$ cat src/rtl/sim_exit_monitor.sv
// Watches the firmware's WFI/a0 handshake and decides when a simulated test is over.
// Reports sticky done/pass/fail/timeout status together with cycle and WFI statistics.
module sim_exit_monitor #(
   parameter logic [31:0] TIMEOUT_CYCLES = 32'd10_000_000,
   parameter int unsigned SETTLE_CYCLES  = 8,
   parameter logic [31:0] PASS_CODE      = 32'h0000_0000,
   parameter int          CYCLE_W        = 32
) (
   input  logic               clk,
   input  logic               reset,
   input  logic               enable,
   input  logic               wfi,
   input  logic [31:0]        a0,
   output logic               done,
   output logic               pass,
   output logic               fail,
   output logic               timeout,
   output logic [31:0]        result_code,
   output logic [CYCLE_W-1:0] cycle_count,
   output logic [15:0]        wfi_count
);

   localparam int              SC_W    = (SETTLE_CYCLES < 2) ? 1 : $clog2(SETTLE_CYCLES);
   localparam logic [SC_W-1:0] SC_LAST = SC_W'(SETTLE_CYCLES - 1);
   localparam logic [63:0]     TO_LAST = 64'(TIMEOUT_CYCLES) - 64'd1;

   typedef enum logic [1:0] {
      S_IDLE   = 2'd0,
      S_RUN    = 2'd1,
      S_SETTLE = 2'd2,
      S_DONE   = 2'd3
   } state_t;

   state_t          state, state_nxt;
   logic [31:0]     cap;
   logic [SC_W-1:0] settle_cnt;
   logic            timeout_hit, a0_match, settle_hit;
   logic            active, abort, fin_to, fin_ok, capture, settle_inc;
   logic [31:0]     fin_val;

   function automatic logic [CYCLE_W-1:0] sat_inc_cycle(input logic [CYCLE_W-1:0] v);
      return (&v) ? v : v + CYCLE_W'(1);
   endfunction

   function automatic logic [15:0] sat_inc_wfi(input logic [15:0] v);
      return (&v) ? v : v + 16'd1;
   endfunction

   assign timeout_hit = (TIMEOUT_CYCLES != 32'd0) && (64'(cycle_count) == TO_LAST);
   assign a0_match    = (a0 == cap);
   assign settle_hit  = a0_match && (settle_cnt == SC_LAST);

   always_ff @(posedge clk or posedge reset) begin
      if (reset) state <= S_IDLE;
      else       state <= state_nxt;
   end

   // Timeout outranks every other exit from RUN/SETTLE, including an abort.
   always_comb begin
      state_nxt = state;
      case (state)
         S_IDLE:   if (enable) state_nxt = S_RUN;
         S_RUN: begin
            if (timeout_hit)  state_nxt = S_DONE;
            else if (!enable) state_nxt = S_IDLE;
            else if (wfi)     state_nxt = (SETTLE_CYCLES == 0) ? S_DONE : S_SETTLE;
         end
         S_SETTLE: begin
            if (timeout_hit)     state_nxt = S_DONE;
            else if (!enable)    state_nxt = S_IDLE;
            else if (settle_hit) state_nxt = S_DONE;
         end
         S_DONE:   state_nxt = S_DONE;
         default:  state_nxt = S_IDLE;
      endcase
   end

   always_comb begin
      active     = (state == S_RUN) || (state == S_SETTLE);
      abort      = active && !timeout_hit && !enable;
      fin_to     = active && timeout_hit;
      fin_ok     = 1'b0;
      capture    = 1'b0;
      settle_inc = 1'b0;
      fin_val    = a0;
      case (state)
         S_RUN: begin
            if (!timeout_hit && enable && wfi) begin
               if (SETTLE_CYCLES == 0) fin_ok  = 1'b1;
               else                    capture = 1'b1;
            end
         end
         S_SETTLE: begin
            if (!timeout_hit && enable) begin
               if (!a0_match) begin
                  capture = 1'b1;
               end else if (settle_hit) begin
                  fin_ok  = 1'b1;
                  fin_val = cap;
               end else begin
                  settle_inc = 1'b1;
               end
            end
         end
         default: ;
      endcase
   end

   // Status fields are loaded together on the DONE entry edge and never touched again.
   always_ff @(posedge clk or posedge reset) begin
      if (reset) begin
         done        <= 1'b0;
         pass        <= 1'b0;
         fail        <= 1'b0;
         timeout     <= 1'b0;
         result_code <= 32'd0;
         cycle_count <= '0;
         wfi_count   <= 16'd0;
         cap         <= 32'd0;
         settle_cnt  <= '0;
      end else if (abort) begin
         done        <= 1'b0;
         pass        <= 1'b0;
         fail        <= 1'b0;
         timeout     <= 1'b0;
         result_code <= 32'd0;
         cycle_count <= '0;
         wfi_count   <= 16'd0;
         cap         <= 32'd0;
         settle_cnt  <= '0;
      end else begin
         if (active) begin
            cycle_count <= sat_inc_cycle(cycle_count);
            if (wfi) wfi_count <= sat_inc_wfi(wfi_count);
         end
         if (fin_to) begin
            done        <= 1'b1;
            pass        <= 1'b0;
            fail        <= 1'b1;
            timeout     <= 1'b1;
            result_code <= 32'hFFFF_FFFF;
         end else if (fin_ok) begin
            done        <= 1'b1;
            pass        <= (fin_val == PASS_CODE);
            fail        <= (fin_val != PASS_CODE);
            timeout     <= 1'b0;
            result_code <= fin_val;
         end
         if (capture) begin
            cap        <= a0;
            settle_cnt <= '0;
         end else if (settle_inc) begin
            settle_cnt <= settle_cnt + SC_W'(1);
         end
      end
   end

endmodule

$ cat config.mk
export PLATFORM = sky130hd
export DESIGN_NAME = sim_exit_monitor
export DESIGN_NICKNAME = d
export VERILOG_FILES = /design/src/rtl/sim_exit_monitor.sv
export SDC_FILE = /design/constraint.sdc
export NUM_CORES = 1
export LEC_CHECK = 0
export ABC_AREA = 1
export BUFFER_PORTS_ARGS = -buffer_cell sky130_fd_sc_hd__buf_2
export CAP_MARGIN = 5
export CORE_ASPECT_RATIO = 0.6
export CORE_MARGIN = 4
export CORE_UTILIZATION = 35
export CTS_BUF_LIST = sky130_fd_sc_hd__clkbuf_4 sky130_fd_sc_hd__clkbuf_8
export CTS_CLUSTER_SIZE = 20
export DETAILED_ROUTE_END_ITERATION = 7
export PLACE_DENSITY = 0.57
export SYNTH_ARGS = -nofsm -noshare
export SYNTH_HDL_FRONTEND = slang
export SYNTH_SLANG_ARGS = --single-unit
$ cat constraint.sdc
create_clock -name clk -period 5.44 [get_ports clk]
set_input_delay 1.36 -clock clk [delete_from_list [all_inputs] [get_ports clk]]
set_output_delay 1.36 -clock clk [all_outputs]
set_load 0.01 [all_outputs]
======== Yosys cells after proc, flatten, opt, wreduce, memory -nomap -nowiden ========
Cells that the tools add are included.
word-level totals
  register bits after elaboration ......... 121
  bits of input ports ..................... 36
  output and inout bits ................... 84
  word-level logic and storage cells ...... 97
operators by class
  $add $sub $neg .......................... 3
  equality and inequality tests ........... 11
  multiplexer cells ....................... 51
  reductions and logical operators ........ 22
operators with widths
  kind                                                                     number
  32-bit two-way mux                                                       12
  16-bit two-way mux                                                       4
  32-bit by 1-bit adder with 32-bit output, second input constant          1
  32-bit by 24-bit equality test with 1-bit output, second input constant  1
  32-bit equality test                                                     1
  32-bit logical NOT                                                       1
  32-bit AND reduction                                                     1
  32-bit nonzero test                                                      1
  1-bit two-way mux                                                        23
  16-bit by 1-bit adder with 16-bit output, second input constant          1
  16-bit AND reduction                                                     1
  2-bit two-way mux                                                        7
  3-bit two-way mux                                                        3
  4-bit != test, second input constant                                     2
  2-bit case mux with 4 select lines                                       1
  1-bit logical AND                                                        6
  2-bit != test, second input constant                                     3
  3-bit AND reduction                                                      2
  2-bit nonzero test                                                       3
  3-bit nonzero test                                                       2
  2-bit equality test, second input constant                               2
  3-bit by 1-bit adder with 3-bit output, second input constant            1
  3-bit equality test, second input constant                               1
  2-bit by 1-bit equality test with 1-bit output, second input constant    1
  other kinds (5)                                                          6

======== Logic depth before layout (Yosys ltp) ========
Gate-level depths: netlist of run 1.
  word-level depth ........................ 10
  mapped depth ............................ 15
  gate-level depth less buffers ........... 14

======== Least setup slack after synthesis of run 1 ========
OpenSTA, ideal clock, no wires.
  path kind ............................... input port to flip-flop
  start ................................... input port a0[30]
  end ..................................... register result_code[10]
  arrival time ............................ 2.451 ns
  required time ........................... 5.323 ns
  setup slack ............................. 2.872 ns
  cell stages on the path ................. 11
  cells stage by stage .................... xnor2_1 nand2_1 nor2_1 nand2_1 nor2_1 nand2_1 nor2_2 nand2_8 buf_4 nand3_1 nand2_1
on the way
  word-level cells in the longest chain between the ends .. 9
ends and longest elaborated chain
  item                      line  source
  from (decl)               13    input logic [31:0] a0,
  32-bit equality test (*)  50    assign a0_match = (a0 == cap);
  1-bit logical AND         51    assign settle_hit = a0_match && (settle_cnt == SC_LAST);
  32-bit two-way mux        97    end else if (settle_hit) begin
  32-bit two-way mux        95    if (!a0_match) begin
  32-bit two-way mux        94    if (!timeout_hit && enable) begin
  32-bit two-way mux        86    case (state)
  32-bit two-way mux        142   end else if (fin_ok) begin
  32-bit two-way mux        136   if (fin_to) begin
  32-bit two-way mux        121   end else if (abort) begin
  to (signal assigned)      147   result_code <= fin_val;
  to (decl)                 18    output logic [31:0] result_code,
Mark *: on every way between the ends. The rest lies on a longest branch, timed or not. The select of a mux whose other input is x is not followed.
A chain may end at the register's enable or synchronous reset.

======== Worst setup path in the final report of run 1 ========
  start ................................... register cycle_count[1]
  end ..................................... register result_code[19]
on the way
  word-level cells in the longest chain between the ends .. 8
ends and longest elaborated chain
  item                                                  line    source
  from (decl)                                           19      output logic [CYCLE_W-1:0] cycle_count,
  from (signal assigned)                                133     cycle_count <= sat_inc_cycle(cycle_count);
  32-bit by 24-bit equality test with 1-bit output (*)  49      assign timeout_hit = (TIMEOUT_CYCLES != 32'd0) && (64'(cycle_count) == TO_LAST);
  1-bit logical NOT                                     80, 94
  1-bit logical AND                                     94
  32-bit two-way mux                                    94
  32-bit two-way mux                                    86
  32-bit two-way mux                                    142
  32-bit two-way mux                                    136
  32-bit two-way mux                                    121
Marked as above.

==> results.txt, run 1 <==
cell mode on critical path: nand2_1
end of the worst register-to-register path: result_code[19]
layout cell share with drive strength beyond 1: 0.146
final hold viol count: 0
Pre-antenna DRT Iters: 5
WL/cell: 15.6 microns
CP Class: reg2reg
power per cell area: 418 mW/mm^2
Chip Width: 198 microns
Final period util: 0.556
clock tree buffer depth: 2
Mapped Area: 0.00760 sq mm
CTS tree: built
hold endpoint: result_code[30]
clk slew on worst S/H paths: 0.08 ns
Hold Startpoint: result_code[30]
RSZ-0062 raised after global routing: false
final antenna-violating net count: 0
slowest stage delay, CP: 0.66 ns
final WL: 23,300 microns
Max Fclk: 0.331 GHz
vias in the first global route: 6,738
Sink Count: 121
synthesized area per cell: 6.92 sq um
Worst-Margin Slew: 0.803 ns
Clock Latency Late Sink: 0.46 ns
root buffer cell: clkbuf_8
row count: 41
worst hold path class: reg2reg
outcome: complete, no violations
vias per cell: 4.94
DRC: 0
total number of vias: 7,384
Filler cells: 2,268
nets@finish: 1,250
TNS Setup: 0 ns
CP Launch Type: flop
post-synth cell types: 34
relative slew slack: 0.464
Initial DRC Count: 551
register-to-register setup slack: 2.42 ns
crit-path cells: ha_1 -> nand2_2 -> nor2_4 -> nand3_1 -> nor2_2 -> nand2_4 -> nand3_4 -> buf_4 -> o21ai_0 -> inv_1 -> nand2_1 -> nand2_1
top-count cell post-synth: nand2_1
total power: 3.69 mW
GRT Util Overall: 0.194
synth top area cells: dfrtp_1, nand2_1, nand3_1
gpl congestion: 0.932
post-synthesis sequential area ratio: 0.398
Area Growth Syn to Fin: 15.9%
most frequent cells after synthesis: nand2_1, inv_1, nand3_1
initial antenna violation count: 0
clock buffer count from CTS: 17
Seq cells post-synth: 121
max cap viols: 0
Reg area: 0.00303 sq mm
VDD IR max: 207 uV
CP max stage cell: buf_4
worst r2r path cells: 12
Die Ht: 122 microns
post-cts sizing count: 0
final setup violation count: 0
multi-input combinational cell area: 0.00376 sq mm
crit path DAT: 3.41 ns
LEAKAGE: 4.79 nW
max-slew violations: 0
worst endpoint required time: 5.83 ns
post-synth top area cell: dfrtp_1
pin count of the biggest net entering global routing: 66
RR Startpoint: cycle_count[1]
Yosys warnings: 0
IO Port Bufs: 119
Post-synth EDFFs: 0
ys flop type: dfrtp_1
Tmin final: 3.02 ns
worst hold slack: 0.505 ns
core area: 0.0212 sq mm
antenna fix cells: 0
asr flop ratio synth: 1.00
cells after synthesis: 1,099
Synth top area share: 0.398
Initial Utilization: 0.359
first-pass GRT wire length: 36,900 microns
H-tree levels: 4
CTS Hold Bufs: 0
Crit Path Max Fanout: 65
grt total ovfl: 0
hold path cells: 2
hpwl dp: 16,400 microns
Setup Buffers After CTS: 0
syn nets: 1,144
CP Capture Type: flop
skew final: 0.0117 ns
num ports: 120
Die Area: 0.0242 sq mm
-- layout make-up --
type,count,share of cell area
clock buffer,21,0.0314
clock inverter,9,0.0168
inverter,159,0.0680
multi-input combinational,780,0.427
sequential,121,0.344
tap,279,0.0396
timing repair buffer,126,0.0736
-- registers in the layout (all words and copies together), names as in the netlist --
register / cells
cap: 32
cycle_count: 32
done: 1
fail: 1
pass: 1
result_code: 32
settle_cnt: 3
state: 2
timeout: 1
wfi_count: 16
-- where the power goes --
| part | internal [mW] | total [mW] | switching (mW) | leakage (nW) |
|---|---|---|---|---|
| combinational | 0.442 | 1.51 | 1.07 | 2.95 |
| sequential | 1.11 | 1.26 | 0.155 | 1.62 |
| clock | 0.526 | 0.915 | 0.389 | 0.218 |
| total | 2.08 | 3.69 | 1.61 | 4.79 |
-- worst max path at each step --
stage | end | start | cells after the start
after floorplan | cap[0] | reset | 1
after global placement | result_code[19] | enable | 8
after detailed placement | done | a0[7] | 15
after CTS | result_code[28] | cycle_count[1] | 12
after global routing | result_code[27] | cycle_count[1] | 12
final | result_code[19] | cycle_count[1] | 12
-- metal layers --
metal	part of all wire	wire (microns)	vias up	track usage
li1	-	-	3685	-
met1	0.54	12400	3489	0.311
met2	0.39	8990	191	0.257
met3	0.071	1660	19	0.0511
met4	0.0072	167	0	0.0374
met5	0	0	-	0
-- stage by stage --
| stage | cell area (sq um) | setup WS [ns] | std cells | utilization |
|---|---|---|---|---|
| 3_3_place_gp | 8390 | 2.12 | 1465 | 0.396 |
| 6_report | 8810 | 2.42 | 1495 | 0.416 |
| 3_5_place_dp | 8390 | 2.08 | 1465 | 0.396 |
| 5_1_grt | 8810 | 2.15 | 1495 | 0.416 |
| 2_1_floorplan | 7600 | 0.866 | 1099 | - |
| 4_1_cts | 8810 | 2.42 | 1495 | 0.416 |
-- worst max-delay path: cells and delay by family (launching register included) --
kind,cells,cell delay [ns]
adders and majority gates,1,0.27
AOI/OAI and AO/OA,1,0.22
and+or+nand+nor,8,1.24
buffers and inverters,2,0.76
DFF,1,0.43
-- logic make-up (layout without fill, tap and decap cells) --
logic type	after synthesis	after routing	synth area share
and+or+nand+nor	648	648	0.373
buffers and inverters	198	315	0.108
DFF	121	121	0.398
AOI/OAI and AO/OA	78	78	0.0536
adders and majority gates	9	9	0.0148
xor gates and xnor gates	45	45	0.0518
-- cell usage in the layout, fill, tap and decap left out, drive strengths merged, types with 2 or more instances in the layout --
cell type    n
a31oi        2
xnor2        8
clkinv       7
buf        126
nor3        22
bufinv       4
clkbuf      21
nand2      348
nor3b        2
o31ai        2
ha           9
o21ai       62
a21oi       10
nand3      152
nor2        89
nor4        15
dfrtp      121
xor2        37
nand4       19
inv        156
No activity file was read; power rests on OpenSTA's default activity.
==> inputs of run 2 (changes only) <==
--- a/config.mk
+++ b/config.mk
@@ -5,7 +5,7 @@
 export SDC_FILE = /design/constraint.sdc
 export NUM_CORES = 1
 export LEC_CHECK = 0
-export ABC_AREA = 1
+export ABC_AREA = 0
 export BUFFER_PORTS_ARGS = -buffer_cell sky130_fd_sc_hd__buf_2
 export CAP_MARGIN = 5
 export CORE_ASPECT_RATIO = 0.6
==> constraint.sdc (replaced) <==
create_clock -name clk -period 3.1 [get_ports clk]
set_input_delay 0.775 -clock clk [delete_from_list [all_inputs] [get_ports clk]]
set_output_delay 0.775 -clock clk [all_outputs]
set_load 0.01 [all_outputs]
==> run 2 against run 1 <==
Compared with the run above:
- critical path depth fell by 4
- global-route usage fell by 1.2 points
- sequential share of layout area rose by 3.1 points
- fmax rose by 9.7%
- clock-buffer cell count fell by 2
- hold slack got worse by 0.029 ns
- area after synthesis fell by 13%
==> results.txt, run 2 <==
power per cell area: 761 mW/mm^2
CP Launch Type: flop
Chip Width: 185 microns
crit-path cells: nor4_1 -> nand3_1 -> nor3_4 -> nor4_1 -> buf_4 -> a21oi_4 -> buf_12 -> mux2i_1
clk slew on worst S/H paths: 0.08 ns
worst endpoint required time: 3.47 ns
post-cts sizing count: 0
cell mode on critical path: nor4_1
total power: 6.15 mW
Crit Path Max Fanout: 15
CTS tree: built
VDD IR max: 335 uV
IO Port Bufs: 119
slowest stage delay, CP: 0.49 ns
synthesized area per cell: 9.67 sq um
RSZ-0062 raised after global routing: false
Setup Buffers After CTS: 0
post-synthesis sequential area ratio: 0.458
num ports: 120
most frequent cells after synthesis: dfrtp_1, inv_1, mux2i_1
post-synth top area cell: dfrtp_1
pin count of the biggest net entering global routing: 122
Die Area: 0.0212 sq mm
clock buffer count from CTS: 17
Synth top area share: 0.458
outcome: complete, no violations
CP Class: reg2reg
Worst-Margin Slew: 0.857 ns
synth top area cells: dfrtp_1, mux2i_1, xor2_1
layout cell share with drive strength beyond 1: 0.243
H-tree levels: 4
vias per cell: 5.15
CTS Hold Bufs: 0
CP delay by family, top: simple AND/OR/NAND/NOR gates
cells after synthesis: 684
max cap viols: 0
Tmin final: 2.76 ns
nets@finish: 867
Initial Utilization: 0.361
Mapped Area: 0.00661 sq mm
CP Depth: 8
antenna fix cells: 0
core area: 0.0183 sq mm
row count: 38
TNS Setup: 0 ns
GRT Util Overall: 0.182
crit path DAT: 3.12 ns
hpwl dp: 13,400 microns
WL/cell: 17.3 microns
total number of vias: 5,532
worst r2r path cells: 8
relative slew slack: 0.420
Post-synth EDFFs: 0
final hold viol count: 0
top-count cell post-synth: dfrtp_1
clock tree buffer depth: 2
most frequent cells in the layout: dfrtp_1, buf_2, inv_1, mux2i_1, nand2_1
Die Ht: 114 microns
final WL: 18,600 microns
vias in the first global route: 5,265
Max Fclk: 0.363 GHz
commonest non-fill, non-tap cell in the layout: dfrtp_1
CP Capture Type: flop
biggest regs: cap: 32 flops, cycle_count: 32 flops, result_code: 32 flops
Seq cells post-synth: 121
hold path cells: 1
initial antenna violation count: 0
syn nets: 729
root buffer cell: clkbuf_8
ys flop type: dfrtp_1
Yosys warnings: 0
gpl congestion: 0.838
Final period util: 0.889
Sink Count: 121
skew final: 0.0142 ns
worst hold path class: reg2reg
asr flop ratio synth: 1.00
Critical path buffers and inverters: 2
DRC: 0
max-slew violations: 0
final antenna-violating net count: 0
Clock Latency Late Sink: 0.45 ns
LEAKAGE: 4.10 nW
grt total ovfl: 0
Pre-antenna DRT Iters: 5
post-synth cell types: 53
Initial DRC Count: 431
CP max stage cell: a21oi_4
first-pass GRT wire length: 30,200 microns
Area Growth Syn to Fin: 22.2%
final setup violation count: 0
## run 2: cell count changes in the layout (fill, tap and decap cells not counted), moves of 13 or more
cell     delta
a21oi_1    +18
buf_4      +19
inv_1      -78
mux2i_1    +68
nand2_1   -280
nand3_1   -136
nor2_1     -55
nor3_1     -14
or3_1      +16
or4_1      +13
## run 2: layer usage
| metal | global-route usage | share of wire | wire (microns) |
|---|---|---|---|
| met2 | 0.230 | 0.39 | 7220 |
| met3 | 0.0378 | 0.056 | 1050 |
| met4 | 0.0513 | 0.011 | 206 |
| met1 | 0.301 | 0.55 | 10200 |
| met5 | 0 | 0 | 0 |
## run 2: metrics by stage
step / hold slack, ns / instance area (sq um) / setup slack, ns / std cells / utilization
global placement: 0.461 / 7680 / 0.162 / 1043 / 0.419
floorplan: 0.515 / 6620 / 0.759 / 684 / -
finish: 0.476 / 8080 / 0.344 / 1075 / 0.441
detailed placement: 0.465 / 7680 / 0.133 / 1043 / 0.419
CTS: 0.481 / 8080 / 0.375 / 1075 / 0.441
global route: 0.498 / 8080 / 0.221 / 1075 / 0.441
## run 2: final cells by class
cell class	instances	area (sq um)
multi-input combinational	457	3170
clock inverter	13	143
tap	240	300
timing repair buffer	150	891
inverter	75	285
clock buffer	19	262
fill	1786	10200
sequential	121	3030
## run 2: where the power goes
part / leakage, nW / internal, mW / switching [mW]
Combinational: 2.28 / 0.930 / 1.41
Sequential: 1.61 / 2.04 / 0.316
Clock: 0.203 / 0.763 / 0.693
## run 2: logic make-up after synthesis
kind of cell               synth area share
AOI/OAI and AO/OA                     0.109
muxes                                 0.105
adders and majority gates            0.0170
buffers and inverters                0.0683
xor gates and xnor gates             0.0609
DFF                                   0.458
and+or+nand+nor                       0.182
## run 2: worst paths after layout
path / from / to / slack, ns
max in group asynchronous: reset / cycle_count[22] / 2.04
max reg2reg: cycle_count[25] / result_code[13] / 0.34
min reg2reg: pass / pass / 0.48
min in group asynchronous: reset / wfi_count[6] / 0.49
max: cycle_count[25] / result_code[13] / 0.34
min: pass / pass / 0.48
==> inputs of run 3 (changes only) <==
--- a/config.mk
+++ b/config.mk
@@ -5,11 +5,10 @@
 export SDC_FILE = /design/constraint.sdc
 export NUM_CORES = 1
 export LEC_CHECK = 0
-export ABC_AREA = 0
+export ABC_AREA = 1
 export BUFFER_PORTS_ARGS = -buffer_cell sky130_fd_sc_hd__buf_2
 export CAP_MARGIN = 5
 export CORE_ASPECT_RATIO = 0.6
-export CORE_MARGIN = 4
 export CORE_UTILIZATION = 35
 export CTS_BUF_LIST = sky130_fd_sc_hd__clkbuf_4 sky130_fd_sc_hd__clkbuf_8
 export CTS_CLUSTER_SIZE = 20
==> run 3 against run 2 <==
Compared with the run above:
- clock-buffer cell count up 1
- global-route usage up 2.7 points
- setup slack better by 0.26 ns
- sequential power down 6%
- critical path depth up 3
- core utilization down 2.4 points
- final cell count up 40%
- wire length up 20%
- sequential share of layout area down 3.2 points
- clock skew up 0.0044 ns
- combinational power up 16%
- critical endpoint is now result_code[25]
- largest power group is now combinational cells
==> results.txt, run 3 (same netlist as run 1, synthesis figures left out) <==
TNS Setup: 0 ns
WL/cell: 14.9 microns
core area: 0.0211 sq mm
vias in the first global route: 6,500
CP max stage cell: nand2_4
final WL: 22,400 microns
Setup Buffers After CTS: 0
Area Growth Syn to Fin: 16.1%
commonest non-fill, non-tap cell in the layout: nand2_1
biggest regs: cap: 32 flops, cycle_count: 32 flops, result_code: 32 flops
CTS tree: built
Initial DRC Count: 554
max-slew violations: 0
Pre-antenna DRT Iters: 5
skew final: 0.0185 ns
Worst-Margin Slew: 0.698 ns
nets@finish: 1,254
final hold viol count: 0
outcome: complete, no violations
Crit Path Max Fanout: 37
Tmin final: 2.50 ns
layout cell share with drive strength beyond 1: 0.151
post-cts sizing count: 0
slowest stage delay, CP: 0.48 ns
first-pass GRT wire length: 35,600 microns
Initial Utilization: 0.360
clock tree buffer depth: 2
DRC: 0
final antenna-violating net count: 0
Clock Latency Late Sink: 0.46 ns
Sink Count: 121
Final period util: 0.806
vias per cell: 4.85
power per cell area: 714 mW/mm^2
Die Ht: 116 microns
cell mode on critical path: nand2_4
relative slew slack: 0.535
total number of vias: 7,281
CP delay by family, top: simple AND/OR/NAND/NOR gates
crit-path cells: ha_1 -> nand2_2 -> nor2_4 -> nand3_1 -> nor2_2 -> nand2_4 -> nand2_4 -> nand2_4 -> nand2_4 -> nand2_1 -> nand2_1
RR Startpoint: cycle_count[1]
crit path DAT: 2.89 ns
grt total ovfl: 0
RSZ-0062 raised after global routing: false
LEAKAGE: 4.78 nW
root buffer cell: clkbuf_8
row count: 41
Critical path buffers and inverters: 0
Max Fclk: 0.400 GHz
hpwl dp: 15,800 microns
Critical path origin: cycle_count[1]
gpl congestion: 0.926
max cap viols: 0
Die Area: 0.0223 sq mm
CP Class: reg2reg
register-to-register setup slack: 0.60 ns
worst hold slack: 0.480 ns
worst endpoint required time: 3.49 ns
worst hold path class: in2async
most frequent cells in the layout: nand2_1, inv_1, nand3_1, dfrtp_1, buf_2
H-tree levels: 4
clock buffer count from CTS: 17
CTS Hold Bufs: 0
VDD IR max: 341 uV
CP Launch Type: flop
GRT Util Overall: 0.208
num ports: 120
clk slew on worst S/H paths: 0.08 ns
pin count of the biggest net entering global routing: 122
initial antenna violation count: 1
IO Port Bufs: 119
CP Capture Type: flop
Chip Width: 192 microns
final setup violation count: 0
run 3: changes by cell type in the layout (fill, tap and decap cells not counted), sizes merged, moves of 13 or more:
cell / before / now
or3: 16 / 0
nand3: 15 / 152
mux2i: 68 / 0
inv: 77 / 155
or4: 13 / 0
nor2: 28 / 89
buf: 150 / 130
nand2: 60 / 348
a21oi: 30 / 10
run 3: cell type report:
type	instances	area (sq um)
fillers	2224	12300
multi-input cells	780	3760
flip-flops and latches	121	3030
repair buffers	130	716
inverters	159	601
well taps	279	349
clock buffers	20	269
clock inverters	12	101
diodes	1	2.50
run 3: tightest hold or removal path, stage by stage:
cell and delay (ns):
buf_2 0.11, clkinvlp_4 0.07, buf_12 0.47
run 3: metal layers:
layer,up-vias,routed length [microns],GRT usage
met5,-,0,0
met4,0,136,0.0525
met3,12,1490,0.0499
met2,204,8430,0.266
met1,3363,12300,0.336
li1,3702,-,-
run 3: worst paths after layout:
check                                  end  cells past startpoint
max in group asynchronous  result_code[20]                      3
max                        result_code[25]                     11
max reg2reg                result_code[25]                     11
min reg2reg                result_code[22]                      2
min in group clk           result_code[22]                      2
min                          wfi_count[12]                      3
run 3: power by group:
group          switching (mW)  internal, mW  total, mW
sequential              0.272          1.94       2.22
clock                   0.697         0.676       1.37
combinational            1.86         0.860       2.72
run 3: through the flow:
stage	setup WS [ns]	cells	area, sq um	utilization	total power [mW]
after floorplan	0.842	1099	7610	-	4.14
after global placement	0.385	1469	8460	0.400	4.94
after detailed placement	0.359	1469	8460	0.400	4.96
after CTS	0.608	1501	8830	0.418	6.36
after global routing	0.390	1502	8830	0.418	6.83
final	0.603	1502	8830	0.418	6.31
